### src/rtl/data_memory_sync.sv
// Synchronous data memory: registered read (1-cycle latency, dataValid strobe), byte-lane writes, write-first forwarding.
// No backpressure; requests seen while ready=0 (post-reset zero-fill sweep) are dropped, never queued.
module data_memory_sync #(
    parameter int DATA_WIDTH     = 8,
    parameter int ADDR_WIDTH     = 8,
    parameter int DEPTH          = 256,
    parameter int CLEAR_ON_RESET = 1
) (
    input  logic                    clock,
    input  logic                    resetN,
    input  logic                    memReadSignal,
    input  logic                    memWriteSignal,
    input  logic [DATA_WIDTH/8-1:0] byteEnable,
    input  logic [ADDR_WIDTH-1:0]   address,
    input  logic [DATA_WIDTH-1:0]   writeData,
    output logic [DATA_WIDTH-1:0]   dataOut,
    output logic                    dataValid,
    output logic                    ready,
    output logic                    addrError
);
    localparam int LANES = DATA_WIDTH / 8;
    localparam int IDX_W = (DEPTH > 1) ? $clog2(DEPTH) : 1;
    localparam logic [ADDR_WIDTH:0] DEPTH_LIM = (ADDR_WIDTH + 1)'(DEPTH);
    localparam logic [IDX_W-1:0]    LAST_IDX  = IDX_W'(DEPTH - 1);

    typedef enum logic {CLEAR, RUN} state_t;
    localparam state_t RESET_STATE = (CLEAR_ON_RESET != 0) ? CLEAR : RUN;

    state_t                 state, stateNext;
    logic [IDX_W-1:0]       clearAddr, clearAddrNext;
    logic                   clearWrite;
    logic                   inRange, acceptRead, acceptWrite;
    logic [IDX_W-1:0]       wordIdx;
    logic [DATA_WIDTH-1:0]  oldWord, mergedWord;
    logic [DATA_WIDTH-1:0]  mem [DEPTH];

    assign inRange     = {1'b0, address} < DEPTH_LIM;
    assign wordIdx     = address[IDX_W-1:0];
    assign acceptRead  = ready & memReadSignal;
    assign acceptWrite = ready & memWriteSignal;
    assign oldWord     = mem[wordIdx];

    // Write-first: a read to the word being written returns the merged result.
    always_comb begin
        mergedWord = oldWord;
        for (int i = 0; i < LANES; i++) begin
            if (acceptWrite && byteEnable[i]) begin
                mergedWord[8*i +: 8] = writeData[8*i +: 8];
            end
        end
    end

    always_comb begin
        stateNext     = state;
        clearAddrNext = clearAddr;
        clearWrite    = 1'b0;
        case (state)
            CLEAR: begin
                clearWrite    = 1'b1;
                clearAddrNext = clearAddr + 1'b1;
                if (clearAddr == LAST_IDX) begin
                    stateNext     = RUN;
                    clearAddrNext = '0;
                end
            end
            RUN:     stateNext = RUN;
            default: stateNext = RUN;
        endcase
    end

    always_ff @(posedge clock) begin
        if (!resetN) begin
            state     <= RESET_STATE;
            clearAddr <= '0;
            dataOut   <= '0;
            dataValid <= 1'b0;
            addrError <= 1'b0;
            ready     <= 1'b0;
        end else begin
            state     <= stateNext;
            clearAddr <= clearAddrNext;
            ready     <= (stateNext == RUN);
            dataValid <= acceptRead;
            addrError <= (acceptRead | acceptWrite) & ~inRange;
            if (acceptRead) begin
                dataOut <= inRange ? mergedWord : '0;
            end
        end
    end

    // Array has no reset; resetN only blocks writes while it is asserted.
    always_ff @(posedge clock) begin
        if (resetN) begin
            if (clearWrite) begin
                mem[clearAddr] <= '0;
            end else if (acceptWrite && inRange) begin
                for (int i = 0; i < LANES; i++) begin
                    if (byteEnable[i]) begin
                        mem[wordIdx][8*i +: 8] <= writeData[8*i +: 8];
                    end
                end
            end
        end
    end
endmodule

### config.mk
export PLATFORM = sky130hd
export DESIGN_NAME = data_memory_sync
export DESIGN_NICKNAME = d
export VERILOG_FILES = /design/src/rtl/data_memory_sync.sv
export SDC_FILE = /design/constraint.sdc
export NUM_CORES = 2
export LEC_CHECK = 0
export ABC_AREA = 1
export CAP_MARGIN = 5
export CELL_PAD_IN_SITES_DETAIL_PLACEMENT = 0
export CELL_PAD_IN_SITES_GLOBAL_PLACEMENT = 1
export CORE_UTILIZATION = 35
export CTS_BUF_LIST = sky130_fd_sc_hd__clkbuf_4 sky130_fd_sc_hd__clkbuf_8
export DETAILED_ROUTE_END_ITERATION = 8
export PLACE_DENSITY_LB_ADDON = 0.1
export SETUP_SLACK_MARGIN = 0.5
export SYNTH_ARGS = -nofsm -noshare
export SYNTH_HDL_FRONTEND = slang
export SYNTH_SLANG_ARGS = --single-unit
### constraint.sdc
create_clock -name clock -period 21.3 [get_ports clock]
set_input_delay 2.13 -clock clock [delete_from_list [all_inputs] [get_ports clock]]
set_output_delay 2.13 -clock clock [all_outputs]
set_load 0.03 [all_outputs]
* Yosys cells after proc, flatten, opt, wreduce, memory -nomap -nowiden
Memories as Yosys holds them, arrays and structs flattened. A register that Yosys moved wholly into a read port is not among the register bits. Cells that the tools add are included.
Storage, ports and cells: output and inout port bits 11, input port bits 21, bits in writable memories 2048, register bits after elaboration 10, memories 1, logic and storage cells 25
Memory list:
- mem | words 256, width 8, read ports 1, clocked after Yosys merged registers in 1, wr ports 1, RTL line 35 | logic [DATA_WIDTH-1:0] mem [DEPTH];
Cells by class: equality and inequality tests 1, multiplexer cells 14, reduce and logical (&&, ||, !) cells 2, $add $sub $neg 1, bitwise gates (word level) 3
Operators with widths (number):
- 2-to-1 mux 8 bit | 3
- 2-to-1 mux 1 bit | 10
- adder 8 x 1 -> 8 bit, second input constant | 1
- equality test 8 bit, second input constant | 1
- OR reduction 8 bit | 1
- AND 1 bit | 2
- one-hot mux 1 bit (2 select lines) | 1
- zero test 1 bit | 1
- inverter 1 bit | 1

* Logic depth before layout (Yosys ltp)
word-level depth 7, depth in mapped cells 16, depth with buffers taken out 13

* Least setup slack after synthesis
OpenSTA, ideal clock, no wires.
kind input to register, start input resetN, end memory mem[0][0] (data pin), setup slack 11465 ps, arrival time 8439 ps, path buffers 0, data required time 19905 ps, cell stages on the path 4, setup time 1395 ps, cells stage by stage nand2_2 nor2_8 inv_2 nor2_1
On the way: cells in the longest elaborated chain, start to end 4
Ends and longest elaborated chain:
- from (decl) | RTL line 10 | input logic resetN,
- 2-to-1 mux 1 bit | RTL line 93 | if (resetN) begin
- 2-to-1 mux 1 bit (not written as such) | RTL line 99 | mem[wordIdx][8*i +: 8] <= writeData[8*i +: 8];
- OR reduction 8 bit (no source line)
- 2-to-1 mux 8 bit (no source line)
- to (decl) | RTL line 35
Every way passes these cells.

* Worst setup path in the final report
start input resetN, end memory mem[189][0] (data pin)
The elaborated chain is that of the path after synthesis.

==> impl_metrics.yaml <==
synthesis:
  number_of_distinct_library_cells_after_synthesis: 33
  dominant_combinational_cell_family_by_area_after_synthesis: "simple AND/OR/NAND/NOR gates"
  postSynthRegisterBits: 2066
  synth_compound_gate_area_share_pct: 0.288
  post_synth.cell_area_avg_sq_um: 11.6
  synthMuxAreaShare_pct: 0
  synth-simple-area-share_pct: 23.4
  postSynth.topFlopCell: "edfxtp_1"
  synth-async-reset-ratio_pct: 0
  synth_edf_count: 2048
  synthAdderAreaFrac_pct: 0.0148
  synth_sequential_area_ratio_pct: 73.4
  synth-xor-area-share_pct: 0.0208
  synthesis_warnings: 0
  postSynthCellCount: 7243
  synth.cell_area_sq_um: 84300
  synth_fp_nets: 7265
floorplanning:
  chipHeight_um: 493
  coreArea_sq_um: 239000
  floorplan.initialDensity_pct: 35.3
  floorplan.die.width_um: 493
  placementRows: 179
  io_pins: 32
  design.die.area_sq_um: 243000
final_layout:
  layout.cells.most_common: "nand2_1"
  final_layout_size_suffix_gt1_share_pct: 9.59
  nNetsFinal: 7284
  mostFrequentLayoutCells: "nand2_1 (2273), edfxtp_1 (2048), nand3_1 (1947), clkbuf_8 (393), nor2_1 (306)"
  num-fill-cells: 23100
  synthToLayoutAreaGrowth_pct: 12.0
routing:
  drt_iter0_drc: 4766
  via_count: 55300
  ant_nets: 0
  detailedRoute.firstPassIterationCount: 7
  drt-total-wl_mm: 275
  drc: 0
  post_drt_via_cell_ratio: 5.17
  post_drt_wl_per_cell_um: 25.7
timing:
  maxClockFrequency_mhz: 165
  report.final.slew_viol_count: 0
  timing_worst_slew_pin_value_ns: 1.22
  setup_slack_ns: 15.25
  max-slew-margin-rel_pct: 19.0
  unrepaired_setup_endpoints_after_global_routing: "no"
  timing.setup.tns_ns: 0
  final.setup_skew_ns: 0.0562
  setup-violations-final: 0
  finalCritPeriodShare_pct: 28.4
  final_hold_viol_count: 0
  period_minus_slack_ns: 6.05
power_and_ir_drop:
  power_switching_mw: 1.97
  p_total_mw: 8.40
  sequentialPowerShare_pct: 52.4
  max-vdd-ir-drop_uv: 57.9
  combPwrFrac_pct: 4.7
  internal_power_mw: 6.44
  static-leakage-power_nw: 35.0
  power.share.switching_pct: 23.4
  p_per_area_nw_per_um2: 89.0
  pwr-share-clk_pct: 42.9
clocking:
  cts.sinks: 2066
  latest_clock_arrival_within_the_worst_skew_pair_ns: 1.04
  clockBufferDepth: 4
  tritoncts: "built"
  cts_max_level: 5
  postCtsSetupBuffers: 0
  postCtsHoldBufs: 0
  cts_resized: 0
  clk_pin_slew_worst_paths_ns: 0.06
  cts_inserted_buffers: 382
  cts.root.buffer_cell: "clkbuf_8"
grt:
  grtUsageTotal_pct: 22.4
  grt_max_degree: 198
  grt_first_pass_wirelength_mm: 398
  total_global_routing_overflow: 0
  initial_antenna_violation_count: 14
  via_count_of_the_first_global_routing_pass: 54500
critical_path:
  worstSetupPathType: "in -> reg"
  crit_fanout: 80
  crit_path_arrival_time_ns: 6.73
  cp-start-kind: "input port"
  timing.critical_path.to_type: "flop"
  worstPathRequired_ns: 21.98
placement:
  place_hpwl_mm: 148
  finalWeightedCongestion: 0.805
  place.port_buffers: 30
  preCtsSetupSlack_ns: 14.19
job:
  maximum_capacitance_violations: 0
outcome:
  status: "complete, no violations"
worst_hold_path:
  timing.hold.worst.class: "reg -> reg"
worst paths after layout:
| check | startpoint | endpoint | slack (ns) | cells after the start |
|---|---|---|---|---|
| setup / recovery | resetN | mem[189][0] | 15.25 | 7 |
| setup reg to reg | state | mem[189][0] | 16.85 | 6 |
| hold reg to reg | clearAddr[6] | clearAddr[6] | 0.52 | 2 |
| hold / removal | clearAddr[6] | clearAddr[6] | 0.52 | 2 |
per-stage QoR:
stage	area [sq um]	hold WS (ns)	std cells	utilization [%]
global placement	87400	0.518	10000	36.6
detailed placement	87400	0.510	10000	36.6
finish	94400	0.519	10700	39.5
global route	94400	0.532	10700	39.5
floorplan	84300	0.466	7243	-
CTS	94400	0.517	10700	39.5
cell type report:
cell class	instances	area (sq um)	share of cell area [%]
multi-input cells	4620	20100	21.3
well taps	3167	3960	4.20
diodes	5	12.5	0.0133
flip-flops and latches	2066	61900	65.5
repair buffers	124	1180	1.25
inverters	68	288	0.305
clock buffers	530	6440	6.82
clock inverters	123	553	0.586
synth_stat cells (3+ instances only):
master	number	area share, %
nor2_4	3	0.040
nor2_1	314	1.4
buf_1	65	0.29
clkinv_1	3	0.013
nor3_1	3	0.018
nand2_2	9	0.067
a21oi_2	4	0.042
nor2_2	3	0.022
inv_1	57	0.25
clkbuf_1	171	0.76
a21oi_1	15	0.089
nand4_1	5	0.037
buf_4	14	0.12
inv_2	8	0.036
dfxtp_1	18	0.43
buf_2	238	1.4
nand2_1	2289	10
nand3_1	1947	12
edfxtp_1	2048	73
o21ai_0	14	0.083
power groups by stage:
stage	Combinational (mW)	Sequential [mW]	Clock, mW
final	0.397	4.41	3.60
after global routing	0.429	4.40	3.85
after CTS	0.403	4.41	3.69
after detailed placement	0.402	4.49	0
after global placement	0.404	4.49	0
after floorplan	0.235	4.49	0
registers in the layout, summed over array words and instances, names as in the netlist:
name and count:
mem 2048, clearAddr 8, dataOut 8, dataValid 1, state 1
cells by family (layout without fill, tap and decap cells):
logic type / count (synthesis) / after routing
fa+ha+maj: 1 / 1
compound gates: 39 / 39
other cells: 1 / 6
simple gates: 4577 / 4577
xor+xnor: 2 / 2
buf+inv: 557 / 845
flops: 2066 / 2066
worst max-delay path, stage by stage:
cell and delay, ns:
clkdlybuf4s50_1 0.94, nand2_2 0.22, nor2_8 0.36, inv_2 0.30, nor2_4 0.79, buf_4 0.90, buf_4 0.88
metal layers:
layer  wire length, um  vias to the layer above  track usage (%)
met2            131000                     1388             36.5
met1            124000                    27900             31.3
met3             12700                      439             3.12
li1                  -                    25600                -
met4              6770                        2             6.19
met5                12                        -                0
(Power assumes the default switching activity.)
